<file path="src/rtl/clk_div_ctrl.sv">
// Run-time controller for the toggle clock divider: round-robin divisor updates applied on falling toggles.
// Optional DIVCTL_CHG_CNT_EN adds a saturating 16-bit count of div_act changes (chg_cnt).
module clk_div_ctrl #(
  parameter int          W           = 8,
  parameter int unsigned DEFAULT_DIV = 3
) (
  input  logic         clk,
  input  logic         rst,
  input  logic         en,
  input  logic [1:0]   req_valid,
  input  logic [W-1:0] req_div0,
  input  logic [W-1:0] req_div1,
  output logic [1:0]   req_ready,
  output logic         clk_out,
  output logic         tick,
  output logic [W-1:0] div_act,
  output logic         busy,
  output logic         err
`ifdef DIVCTL_CHG_CNT_EN
  ,
  output logic [15:0]  chg_cnt
`endif
);

  typedef enum logic [1:0] {IDLE, RUN, PEND} state_t;

  state_t       state;
  logic [W-1:0] count, div_pend, div_nxt, hs_div;
  logic         ptr, gidx, hs, wrap;

  // Grant: single valid requester, or the pointer's pick when both are valid.
  always_comb begin
    req_ready = 2'b00;
    gidx      = 1'b0;
    if (!busy) begin
      gidx = (req_valid == 2'b11) ? ptr : req_valid[1];
      if (|req_valid) req_ready = gidx ? 2'b10 : 2'b01;
    end
    hs     = |(req_valid & req_ready);
    hs_div = gidx ? req_div1 : req_div0;
    wrap   = (count == div_act - W'(1));
  end

  // Next divisor: immediate in IDLE or on disable, otherwise only at a falling toggle.
  always_comb begin
    div_nxt = div_act;
    if (state == IDLE || !en) begin
      if (state == PEND)               div_nxt = div_pend;
      else if (hs && hs_div != '0)     div_nxt = hs_div;
    end else if (state == PEND && wrap && clk_out) begin
      div_nxt = div_pend;
    end
  end

  always_ff @(posedge clk) begin
    if (rst) begin
      state    <= IDLE;
      count    <= '0;
      clk_out  <= 1'b0;
      tick     <= 1'b0;
      err      <= 1'b0;
      busy     <= 1'b0;
      div_act  <= W'(DEFAULT_DIV);
      div_pend <= W'(DEFAULT_DIV);
      ptr      <= 1'b0;
    end else begin
      div_act <= div_nxt;
      tick    <= 1'b0;
      err     <= hs && (hs_div == '0);
      if (hs) ptr <= ~gidx;
      case (state)
        IDLE: begin
          count   <= '0;
          clk_out <= 1'b0;
          if (en) state <= RUN;
        end
        default: begin
          if (!en) begin
            state   <= IDLE;
            count   <= '0;
            clk_out <= 1'b0;
            busy    <= 1'b0;
          end else if (wrap) begin
            count   <= '0;
            clk_out <= ~clk_out;
            tick    <= 1'b1;
            if (state == PEND && clk_out) begin
              state <= RUN;
              busy  <= 1'b0;
            end
          end else begin
            count <= count + W'(1);
          end
        end
      endcase
      // A request accepted while running waits for a falling toggle, never the current one.
      if (state == RUN && en && hs && hs_div != '0) begin
        div_pend <= hs_div;
        state    <= PEND;
        busy     <= 1'b1;
      end
    end
  end

`ifdef DIVCTL_CHG_CNT_EN
  always_ff @(posedge clk) begin
    if (rst)                                          chg_cnt <= '0;
    else if (div_nxt != div_act && chg_cnt != 16'hFFFF) chg_cnt <= chg_cnt + 16'd1;
  end
`endif

endmodule

</file>
<file path="config.mk">
export PLATFORM = sky130hd
export DESIGN_NAME = clk_div_ctrl
export DESIGN_NICKNAME = d
export VERILOG_FILES = /design/src/rtl/clk_div_ctrl.sv
export SDC_FILE = /design/constraint.sdc
export NUM_CORES = 1
export LEC_CHECK = 0
export BUFFER_PORTS_ARGS = -buffer_cell sky130_fd_sc_hd__buf_2
export CORE_MARGIN = 3
export CORE_UTILIZATION = 50
export CTS_CLUSTER_DIAMETER = 40
export DETAILED_ROUTE_END_ITERATION = 8
export PLACE_DENSITY = 0.84
export SLEW_MARGIN = 0
export SYNTH_ARGS = -nofsm -noshare
export SYNTH_HDL_FRONTEND = slang
export SYNTH_SLANG_ARGS = --single-unit
</file>
<file path="constraint.sdc">
create_clock -name clk -period 4.9 [get_ports clk]
set_input_delay 0.245 -clock clk [delete_from_list [all_inputs] [get_ports clk]]
set_output_delay 0.245 -clock clk [all_outputs]
set_load 0.05 [all_outputs]
</file>
; Yosys cells after proc, flatten, opt, wreduce, memory -nomap -nowiden
; Cells that the tools add are included.
[totals]
in_bits = 21
regBits = 31
elab_cells = 75
[classes]
n_bitwise = 4
n_reduce_logical = 23
n_addsub = 2
mux = 22
eq_ne = 14
[op_table]
columns = op, count
row1 = 8-bit 2-to-1 mux, 5
row2 = 2-bit 2-to-1 mux, 9
row3 = 3-bit by 1-bit != test with 1-bit output (second input constant), 5
row4 = 3-bit AND reduction, 3
row5 = 8-bit by 1-bit adder with 8-bit output (second input constant), 1
row6 = 8-bit equality test, 1
row7 = 1-bit logical AND, 8
row8 = 8-bit logical NOT, 1
row9 = 1-bit 2-to-1 mux, 8
row10 = 4-bit by 1-bit != test with 1-bit output (second input constant), 2
row11 = 8-bit nonzero test, 1
row12 = 8-bit by 1-bit subtractor with 8-bit output (second input constant), 1
row13 = 2-bit OR reduction, 3
row14 = 2-bit equality test (second input constant), 2
row15 = 4-bit OR reduction, 1
row16 = 3-bit by 2-bit != test with 1-bit output (second input constant), 1
row17 = 1-bit NOT, 3
row18 = 3-bit OR reduction, 1
row19 = 2-bit AND, 1
row20 = 2-bit by 1-bit equality test with 1-bit output (second input constant), 1
row21 = 2-bit logical NOT, 1
row22 = 2-bit by 1-bit != test with 1-bit output (second input constant), 1
row23 = 2-bit != test (second input constant), 1
row24 = 2-bit AND reduction, 1
row25 = other kinds (3), 3

; Depth between registers and ports, before layout
[depth]
depth_word = 11
ltp_mapped = 9

; Least setup slack after synthesis
; OpenSTA, ideal clock, no wires.
[synth_path]
path_kind = reg2reg
from = register div_act[0]
to = register div_act[0]
stages_incl_launch_ff = 9
t_arrival_ps = 2356
path_buffers = 0
setup_slack_ps = 2413
setup_time_ps = 132
required_time_ps = 4768
cell_sequence = dfxtp_1 inv_1 ha_1 xor2_1 o211ai_1 a211o_1 a2111oi_4 o211ai_4 mux2i_1
[synth_between]
elab_chain_cells = 6
[synth_rtl]
columns = element, line_no
row1 = from (decl), 16  ; output logic [W-1:0] div_act,
row2 = from (signal assigned), 63  ; div_act <= W'(DEFAULT_DIV);
row3 = from (signal assigned), 67  ; div_act <= div_nxt;
row4 = 8-bit by 1-bit subtractor with 8-bit output, 41  ; wrap = (count == div_act - W'(1));
row5 = 8-bit equality test, 41
row6 = 1-bit logical AND (2 in a row), 50  ; end else if (state == PEND && wrap && clk_out) begin
row7 = 2-bit nonzero test (no line), n/a
row8 = 2-bit AND reduction (no line), n/a
; Every way passes these cells.
; A chain may end at the register's enable or synchronous reset.

; Final worst setup path
[layout_path]
from = register div_act[0]
to = register count[7]
[layout_between]
elab_chain_cells = 3
[layout_rtl]
columns = element, line_no
row1 = 8-bit by 1-bit subtractor with 8-bit output, 41
row2 = 8-bit equality test, 41
row3 = 4-bit OR reduction (no line), n/a
row4 = to (signal assigned), 92  ; count <= count + W'(1);
row5 = to (decl), 28  ; logic [W-1:0] count, div_pend, div_nxt, hs_div;
; Every way passes these cells.

==> impl_metrics.ini <==
[synthesis]
synthCells = 198
synthArstFlopShare = 0
synth_fp_nets = 221
synth-main-ff-cell = dfxtp_1
synth_edf_count = 0
ys_top_cells_by_area = dfxtp_1 35%, mux2i_1 11%, nor2_1 6.1%
ys_seq_area_frac = 0.350
yosysTopAreaCell = dfxtp_1
yosysWarnings = 0
synth_top_area_frac = 0.350
syn_area_per_cell_sq_um = 8.95
yosysUniqueCellTypes = 42
synth-seq-cells = 31
syn_area_sq_um = 1770

[clock_tree]
cts_tree = done
root_buffer = clkbuf_4
clkTransAtPathRegs_ns = 0.11
h-tree-depth = 2
post_cts_resized = 0
clk_path_buf_depth = 2
cts.sinks = 31
insertion_delay_ns = 0.35
post-cts-setup-buffers = 0
numCtsBuffers = 5
ctsHoldBuffers = 0

[sta]
post-route-period-util = 0.489
slew_headroom = 0.310
period_needed_ns = 2.40
tightest_slew_ns = 1.03
finalClockSkew_ns = 0.0160
finalSetupTns_ns = 0
setup_violations = 0
fmax_ghz = 0.417
hold_viol_final = 0
drv_slew = 0
setup_ws_ns = 2.50
rsz0062_at_grt = no

[floorplan]
initial_core_util = 0.554
die_area_sq_um = 4300
dieHeight_um = 65.5
die_w_um = 65.5
ios = 35
core_sq_um = 3200
rows = 20

[placement]
gp_congestion = 0.817
io_buffers = 34
dpl_cell_area_sq_um = 1970
hpwl_um = 2860
dpl_worst_slack_ns = 2.51

[global_route]
grt_overflow = 0
first_global_vias = 1470
antenna_found_initial = 0
grt_pass1_wl_um = 6330
grt_start_max_net_pins = 32
grtUsageTotal = 0.192

[routing]
drt_iter0_markers = 96
avgViaCountPerCell = 5.46
wl_per_cell_um = 13.7
drc = 0
firstDrtPassIters = 4
routed_wl_um = 3780
via_count = 1507
ant_nets = 0

[pwr]
power.leakage_nw = 0.909
power_mw = 0.642
powerDensity_nw_per_um2 = 312
peakVddDrop_v = 0.000201

[critical_path]
cp-start-kind = register
worstPathRequired_ns = 5.14
cp-end-kind = register
path_class = reg -> reg
arrival_ns = 2.64
cp_max_fo = 8

[cells_and_area]
final_cell_mix = 34 x buf_2, 31 x dfxtp_1, 29 x nor2_1
final_common_cell = buf_2
final_layout_size_suffix_gt1_frac = 0.211
antenna_cells = 0
nNetsFinal = 254
nFillCells = 292
final_area_sq_um = 2060
syn_to_final_growth_pct = 16.0

[run]
max_cap_viol_count = 0

[run_status]
status = finished, final reports clean

[worst_hold_path]
hold_class = in -> reg
-- worst paths after layout --
kind	from	end	slack, ns	cells after the start
worst max-delay path	div_act[0]$_SDFFE_PP1P_	count[7]$_SDFF_PP0_	2.50	6
worst min-delay path	en	state[0]$_SDFFE_PP0P_	0.20	3
worst max register to register	div_act[0]$_SDFFE_PP1P_	count[7]$_SDFF_PP0_	2.50	6
worst min register to register	div_pend[4]$_SDFFE_PP0P_	div_pend[4]$_SDFFE_PP0P_	0.47	2
-- flip-flops by register name, summed over array words and instances (netlist names) --
register	cells
busy	1
clk_out	1
count	8
div_act	8
div_pend	8
err	1
ptr	1
state	2
tick	1
-- critical path, cell delays in order (launching register included) --
cell and delay [ns]:
dfxtp_1 0.38, or4_4 0.56, and4bb_1 0.30, a311oi_2 0.06, a2111oi_4 0.57, or2_1 0.34
nor2_1 0.08
-- cell type report --
cell class	count	area, sq um	area share
multi-input combinational	150	1090	0.529
sequential	31	621	0.302
timing repair buffer	35	178	0.0864
tap	44	55.1	0.0268
clock buffer	6	51.3	0.0249
clock inverter	2	35.0	0.0170
inverter	8	30.0	0.0146
-- Yosys cell counts, types with 3 or more instances --
cell type and number:
dfxtp_1 31, nor2_1 29, mux2i_1 20, a21oi_1 8, inv_1 8, xor2_1 8, clkbuf_1 7, nand2_1 7
nand2b_1 7, nand3_1 6, or2_1 6, xnor2_1 6, a211o_1 5, o21ai_0 5, mux2_1 4, nor3_1 4
nor4_1 4, a211oi_1 3, and3_1 3, nor2b_1 3
-- per-layer routing --
layer	global-route usage	vias to the layer above	routed length, um
li1	-	758	-
met1	0.226	711	1700
met2	0.329	30	1840
met3	0.0547	8	161
met4	0.0699	0	75
met5	0	-	0
-- kinds of logic (layout without fill, tap and decap cells) --
family,after synthesis,count (layout),synth area share
and+or+nand+nor,79,79,0.231
DFF,31,31,0.350
AOI/OAI and AO/OA,30,30,0.145
muxes,24,24,0.138
buffers and inverters,17,51,0.0367
xor gates and xnor gates,15,15,0.0847
adders and majority gates,2,2,0.0141
-- where the power goes --
part / switching [mW] / leakage (nW) / internal, mW
registers: 0.0177 / 0.253 / 0.264
clock network: 0.0937 / 0.0482 / 0.121
logic: 0.0896 / 0.608 / 0.0564
total: 0.201 / 0.909 / 0.441
-- per-stage QoR --
stage / hold slack [ns] / utilization / cells
4_1_cts: 0.193 / 0.642 / 276
3_3_place_gp: 0.445 / 0.615 / 268
3_5_place_dp: 0.451 / 0.615 / 268
6_report: 0.196 / 0.642 / 276
5_1_grt: 0.197 / 0.642 / 276
2_1_floorplan: 0.389 / - / 198
Power figures use the tool's default switching activity.
